### src/rtl/noc_pkg.sv
// Shared definitions for the ring NoC traffic sources: packet layout,
// traffic pattern codes, source FSM states and a packet builder.
package noc_pkg;

  localparam int PKT_W     = 49;
  localparam int VALID_BIT = 48;
  localparam int TS_HI     = 47;
  localparam int TS_LO     = 32;
  localparam int SRC_HI    = 31;
  localparam int SRC_LO    = 16;
  localparam int DST_HI    = 15;
  localparam int DST_LO    = 0;

  localparam int PATTERN_BIT_COMPLEMENT = 0;
  localparam int PATTERN_NEXT_NEIGHBOUR = 1;
  localparam int PATTERN_UNIFORM_RANDOM = 2;

  typedef enum logic [2:0] {
    IDLE,
    GEN,
    STALL,
    DRAIN,
    DONE
  } inj_state_e;

  function automatic logic [PKT_W-1:0] build_packet(
    input logic [15:0] ts,
    input logic [15:0] src,
    input logic [15:0] dst
  );
    logic [PKT_W-1:0] pkt;
    pkt                = '0;
    pkt[VALID_BIT]     = 1'b1;
    pkt[TS_HI:TS_LO]   = ts;
    pkt[SRC_HI:SRC_LO] = src;
    pkt[DST_HI:DST_LO] = dst;
    return pkt;
  endfunction

endpackage

### src/rtl/inject_fifo.sv
// Small synchronous FIFO between the packet generator and the router.
// Pointers carry one extra bit so full and empty can be told apart.
module inject_fifo #(
  parameter int WIDTH = 49,
  parameter int DEPTH = 4
) (
  input  logic             clk,
  input  logic             rst,
  input  logic             push,
  input  logic [WIDTH-1:0] push_data,
  input  logic             pop,
  output logic             full,
  output logic             empty,
  output logic [WIDTH-1:0] head
);

  localparam int AW = $clog2(DEPTH);

  logic [AW:0]      wr_ptr_q, wr_ptr_d;
  logic [AW:0]      rd_ptr_q, rd_ptr_d;
  logic [WIDTH-1:0] mem_q [DEPTH];
  logic             do_push;
  logic             do_pop;

  assign empty  = (wr_ptr_q == rd_ptr_q);
  assign full   = (wr_ptr_q[AW] != rd_ptr_q[AW]) &&
                  (wr_ptr_q[AW-1:0] == rd_ptr_q[AW-1:0]);
  assign do_pop = pop && !empty;
  // A same-cycle pop frees the head slot, so a push is still legal when full
  assign do_push = push && (!full || do_pop);
  assign head    = mem_q[rd_ptr_q[AW-1:0]];

  always_comb begin
    wr_ptr_d = wr_ptr_q;
    rd_ptr_d = rd_ptr_q;
    if (do_push) wr_ptr_d = wr_ptr_q + {{AW{1'b0}}, 1'b1};
    if (do_pop)  rd_ptr_d = rd_ptr_q + {{AW{1'b0}}, 1'b1};
  end

  always_ff @(posedge clk) begin
    if (rst) begin
      wr_ptr_q <= '0;
      rd_ptr_q <= '0;
    end else begin
      wr_ptr_q <= wr_ptr_d;
      rd_ptr_q <= rd_ptr_d;
    end
  end

  always_ff @(posedge clk) begin
    if (do_push) mem_q[wr_ptr_q[AW-1:0]] <= push_data;
  end

endmodule

### src/rtl/injection_source.sv
// Per-node packet generator for the ring NoC: paces generation attempts,
// picks destinations by traffic pattern, queues packets and feeds the router.
module injection_source
  import noc_pkg::*;
#(
  parameter int          NUM_NODES            = 4,
  parameter int          ROUTER_ID            = 0,
  parameter int          PACKET_SIZE          = 49,
  parameter int          QUEUE_DEPTH          = 4,
  parameter int          INJECT_CYCLE         = 2,
  parameter int          NUM_PACKETS_PER_NODE = 20,
  parameter int          TRAFFIC_PATTERN      = 0,
  parameter logic [15:0] LFSR_SEED            = 16'hACE1
) (
  input  logic                   clk,
  input  logic                   rst,
  input  logic [15:0]            clk_counter,
  input  logic                   enable,
  output logic [PACKET_SIZE-1:0] pkt_out,
  output logic                   pkt_valid,
  input  logic                   pkt_ready,
  output logic [63:0]            total_packet_generated,
  output logic [63:0]            total_packet_sent,
  output logic [63:0]            gen_stall_cycles,
  output logic                   done
);

  localparam int          TICK_W    = (INJECT_CYCLE > 1) ? $clog2(INJECT_CYCLE) : 1;
  localparam logic [TICK_W-1:0] TICK_LAST = TICK_W'(INJECT_CYCLE - 1);
  localparam logic [15:0] NODE_MASK = 16'(NUM_NODES - 1);
  localparam logic [15:0] MY_ID     = 16'(ROUTER_ID);
  localparam logic [63:0] GEN_LIMIT = 64'(NUM_PACKETS_PER_NODE);

  inj_state_e             state_q, state_d;
  logic [TICK_W-1:0]      tick_q, tick_d;
  logic [15:0]            lfsr_q, lfsr_d;
  logic [PACKET_SIZE-1:0] pending_q, pending_d;
  logic [63:0]            gen_q, gen_d;
  logic [63:0]            sent_q, sent_d;
  logic [63:0]            stall_q, stall_d;

  logic                   fifo_full;
  logic                   fifo_empty;
  logic [PACKET_SIZE-1:0] fifo_head;
  logic                   fifo_push;
  logic [PACKET_SIZE-1:0] fifo_push_data;
  logic                   pop;
  logic [15:0]            dst;
  logic [15:0]            rand_dst;
  logic [15:0]            lfsr_next;
  logic [PACKET_SIZE-1:0] new_pkt;

  assign pkt_valid = !fifo_empty;
  assign pop       = pkt_valid && pkt_ready;
  assign pkt_out   = fifo_empty ? '0 : fifo_head;
  assign lfsr_next = {lfsr_q[14:0], lfsr_q[15] ^ lfsr_q[13] ^ lfsr_q[12] ^ lfsr_q[10]};

  // Random destinations never target this node; a self hit moves to the neighbour
  always_comb begin
    rand_dst = lfsr_q & NODE_MASK;
    if (rand_dst == MY_ID) rand_dst = (rand_dst + 16'd1) & NODE_MASK;
    if (TRAFFIC_PATTERN == PATTERN_BIT_COMPLEMENT)      dst = (~MY_ID) & NODE_MASK;
    else if (TRAFFIC_PATTERN == PATTERN_NEXT_NEIGHBOUR) dst = (MY_ID + 16'd1) & NODE_MASK;
    else                                                dst = rand_dst;
  end

  assign new_pkt = PACKET_SIZE'(build_packet(clk_counter, MY_ID, dst));

  always_comb begin
    state_d        = state_q;
    tick_d         = tick_q;
    lfsr_d         = lfsr_q;
    pending_d      = pending_q;
    gen_d          = gen_q;
    stall_d        = stall_q;
    sent_d         = pop ? sent_q + 64'd1 : sent_q;
    fifo_push      = 1'b0;
    fifo_push_data = new_pkt;
    unique case (state_q)
      IDLE: if (enable) state_d = GEN;
      GEN: begin
        if (gen_q == GEN_LIMIT) begin
          state_d = DRAIN;
        end else if (!enable) begin
          state_d = IDLE;
        end else begin
          tick_d = (tick_q == TICK_LAST) ? '0 : tick_q + 1'b1;
          // Generation counts every created packet, including one left pending
          if (tick_q == TICK_LAST) begin
            gen_d  = gen_q + 64'd1;
            lfsr_d = lfsr_next;
            if (!fifo_full || pop) begin
              fifo_push = 1'b1;
            end else begin
              pending_d = new_pkt;
              state_d   = STALL;
            end
          end
        end
      end
      STALL: begin
        stall_d        = stall_q + 64'd1;
        fifo_push_data = pending_q;
        if (!fifo_full || pop) begin
          fifo_push = 1'b1;
          state_d   = GEN;
        end
      end
      DRAIN: if (fifo_empty) state_d = DONE;
      DONE:  state_d = DONE;
      default: state_d = IDLE;
    endcase
  end

  always_ff @(posedge clk) begin
    if (rst) begin
      state_q   <= IDLE;
      tick_q    <= '0;
      lfsr_q    <= LFSR_SEED;
      pending_q <= '0;
      gen_q     <= '0;
      sent_q    <= '0;
      stall_q   <= '0;
    end else begin
      state_q   <= state_d;
      tick_q    <= tick_d;
      lfsr_q    <= lfsr_d;
      pending_q <= pending_d;
      gen_q     <= gen_d;
      sent_q    <= sent_d;
      stall_q   <= stall_d;
    end
  end

  inject_fifo #(
    .WIDTH (PACKET_SIZE),
    .DEPTH (QUEUE_DEPTH)
  ) u_fifo (
    .clk       (clk),
    .rst       (rst),
    .push      (fifo_push),
    .push_data (fifo_push_data),
    .pop       (pop),
    .full      (fifo_full),
    .empty     (fifo_empty),
    .head      (fifo_head)
  );

  assign total_packet_generated = gen_q;
  assign total_packet_sent      = sent_q;
  assign gen_stall_cycles       = stall_q;
  assign done                   = (state_q == DONE);

endmodule
### config.mk
export PLATFORM = sky130hd
export DESIGN_NAME = injection_source
export DESIGN_NICKNAME = d
export VERILOG_FILES = /design/src/rtl/noc_pkg.sv /design/src/rtl/inject_fifo.sv /design/src/rtl/injection_source.sv
export SDC_FILE = /design/constraint.sdc
export NUM_CORES = 1
export LEC_CHECK = 0
export BUFFER_PORTS_ARGS = -buffer_cell sky130_fd_sc_hd__buf_2
export CORE_ASPECT_RATIO = 1.4
export CORE_MARGIN = 2
export CORE_UTILIZATION = 63
export DETAILED_ROUTE_END_ITERATION = 10
export GPL_TIMING_DRIVEN = 0
export HOLD_SLACK_MARGIN = 0.03
export PLACE_DENSITY = 0.87
export SETUP_SLACK_MARGIN = 0.2
export SLEW_MARGIN = 15
export SYNTH_ARGS = -nofsm -noshare
export SYNTH_HDL_FRONTEND = slang
export SYNTH_HIERARCHICAL = 1
export SYNTH_SLANG_ARGS = --single-unit
export TNS_END_PERCENT = 1
### constraint.sdc
create_clock -name clk -period 7.85 [get_ports clk]
set_input_delay 0.3925 -clock clk [delete_from_list [all_inputs] [get_ports clk]]
set_output_delay 0.3925 -clock clk [all_outputs]
set_load 0.02 [all_outputs]
==> results.ini <==
[timing]
finalHoldViolCount = 0
fin_ws_ps = 3600
rsz0062_at_grt = no
maxSlewHeadroom_pct = 31.4
finalMaxSlewViolations = 0
finClkSkew_ps = 26.2
fin_setup_tns_ps = 0
period_minus_slack_ps = 4250
fin_crit_sh_pct = 54.2
fmax_mhz = 235
worstMarginPinSlew_ps = 1030
report.final.setup_viol = 0

[detailed_routing]
first_iter_violations = 864
wirelength_um = 46800
viasPerCell = 5.79
drcViolationCount = 0
post_drt_wl_per_cell_um = 19.5
firstDrtPassIters = 5
vias = 13900
ant_nets = 0

[clock_network]
ctsLongestPathBuffers = 3
cts_max_level = 2
root_buffer = clkbuf_16
path_clk_slew_ps = 60
cts_resized = 0
cts_buffers = 39
cts_hold_buf = 0
clk_latency_ps = 550
cts_tree = done
cts.sinks = 417
cts_setup_buffers = 0

[logic_synthesis]
yosysSeqAreaShare_pct = 56.7
yosys.area.top_type = edfxtp_1
synth_top_area_share_pct = 32.4
synth.avg_cell_area_um2 = 11.6
synth_seq_cells = 417
yosysWarningCount = 6
syn_inst = 1568
synthArstFlopShare_pct = 0
synth_cell_types = 61
netlist_area_mm2 = 0.0182
synth_edf_count = 196
synth.area.top_cells = edfxtp_1 (32%), dfxtp_1 (24%), mux4_2 (5.5%)
synth_ff_type = dfxtp_1

[worst_setup_path]
slowest_stage = nor4_4
startpoint_type = flip-flop
path_class = reg2reg
max_stage_delay_ps = 690
crit_path_max_fanout = 49
crit_path_frequent_cell = nor2_1
cp.required_ps = 8050
cp_top_family = simple AND/OR/NAND/NOR gates
end_kind = flip-flop
arrival_ps = 4450
path_cells = nor4bb_1 -> nand4_1 -> nor4_4 -> clkbuf_1 -> buf_2 -> nor2_1 -> nor2_1 -> nor2_1 -> inv_1 -> a41oi_2 -> and2_4
rr_worst_depth = 11
worst-path-buf-inv = 3
cp.depth = 11

[die]
die-area_mm2 = 0.0302
die_h_um = 205
fp-row-count = 73
initial_utilization_pct = 64.0
core_mm2 = 0.0284
io-pin-count = 263
die_w_um = 148

[power]
swShare_pct = 21.5
p_total_w = 0.00447
pwr-share-comb_pct = 4.2
switching_power_w = 0.000961
pwr-share-seq_pct = 51.0
p_leak_nw = 8.20
internal_power_w = 0.00351
power_density_mw_per_mm2 = 204
clkPwrFrac_pct = 44.8
peakVddDrop_uv = 153

[min_path]
hold_depth = 3
hold_class = in2reg

[flow_run]
drv_cap = 0

[final_layout]
fin_cells = 2403
layout_common_cells = buf_2 (272), dfxtp_1 (221), nor2_1 (220), edfxtp_1 (196), conb_1 (120)
layout_commonest_cell = buf_2
drive_above_1_share_pct = 22.5
fillers = 1813
nets = 2022
synthToLayoutAreaGrowth_pct = 20.4

[grt]
grt.overflow.total = 0
grt_max_degree = 50
met2_usage_pct = 56.3
grt_pass1_wl_um = 73300
grtUsageTotal_pct = 30.8
top_usage_layer = met2
grt_pass1_vias = 13800
grt_util_met1_pct = 34.2
met3_usage_pct = 6.12
antenna_found_initial = 4

[place]
gp_congestion = 0.934
hpwl_um = 31600
placed_cells = 2327
pre_cts_slack_ps = 3690
port-buffer-count = 262

[run_status]
outcome = completed

## kinds of logic (layout without fill, tap and decap cells)
group	after synthesis	in the layout	share of synthesized area (%)
compound gates	78	78	2.65
xor+xnor	148	148	7.26
fa+ha+maj	9	9	0.620
buf+inv	106	443	2.52
flops	417	417	56.7
mux	104	104	9.47
other cells	1	124	0.0206
simple gates	705	705	20.7
## worst register-to-register path, stage by stage (launching register included)
cell and delay (ps):
dfxtp_1 420, nor4bb_1 680, nand4_1 320, nor4_4 690, clkbuf_1 490, buf_2 340, nor2_1 120, nor2_1 140
nor2_1 70, inv_1 80, a41oi_2 70, and2_4 470
## worst paths after layout
path | endpoint | start | slack [ps]
hold / removal | pending_q[33] | clk_counter[1] | 100
setup reg to reg | u_fifo/mem_q[0][2] | total_packet_generated[4] | 3600
setup / recovery | u_fifo/mem_q[0][2] | total_packet_generated[4] | 3600
hold reg to reg | pending_q[33] | pending_q[33] | 500
## layer usage
layer / part of all wire [%] / vias up
li1: - / 6410
met1: 36 / 6798
met2: 53 / 574
met3: 6.6 / 132
met4: 4.7 / 0
met5: 0 / -
## area by class of cell
type | instances | area (µm²) | area share (%)
multi-input cells | 1164 | 7870 | 36.0
plain buffers | 74 | 338 | 1.54
diodes | 4 | 10.0 | 0.0458
flip-flops and latches | 417 | 10300 | 47.1
inverters | 32 | 120 | 0.549
well taps | 375 | 469 | 2.15
clock buffers | 51 | 1120 | 5.13
repair buffers | 265 | 1380 | 6.32
clock inverters | 21 | 254 | 1.16
## metrics by stage
stage	hold WS, ps	utilization [%]	area (µm²)
2_1_floorplan	431	-	18600
3_3_place_gp	448	71.8	20400
3_5_place_dp	478	72.1	20500
4_1_cts	83.4	77.0	21900
5_1_grt	120	77.0	21900
6_report	104	77.0	21900
## synth_stat cells (27+ instances only)
cell      number
nand4_1       65
edfxtp_1     196
xnor2_1       72
nand3_1       61
nand2_1       70
clkbuf_1      56
nor2b_1       70
mux2_2        33
nor4_1        41
nor2_1       220
dfxtp_1      221
a21oi_1       34
inv_1         32
or3_1         27
xor2_1        73
nor3_1        41
mux4_2        44
## sequential cells by signal, summed over array words and instances, names as in the netlist, named ones only
name                    flops
u_fifo/mem_q              196
tick_q                      1
state_q                     3
pending_q                  17
total_packet_generated     64
total_packet_sent          64
gen_stall_cycles           64
u_fifo/rd_ptr_q             3
u_fifo/wr_ptr_q             3
## power groups by stage
stage | Sequential (W) | Combinational (W) | Clock, W
3_5_place_dp | 0.00233 | 0.000180 | 0
2_1_floorplan | 0.00233 | 0.000115 | 0
6_report | 0.00228 | 0.000186 | 0.00200
5_1_grt | 0.00228 | 0.000202 | 0.00210
3_3_place_gp | 0.00233 | 0.000174 | 0
4_1_cts | 0.00228 | 0.000183 | 0.00203
(Power assumes the default switching activity.)
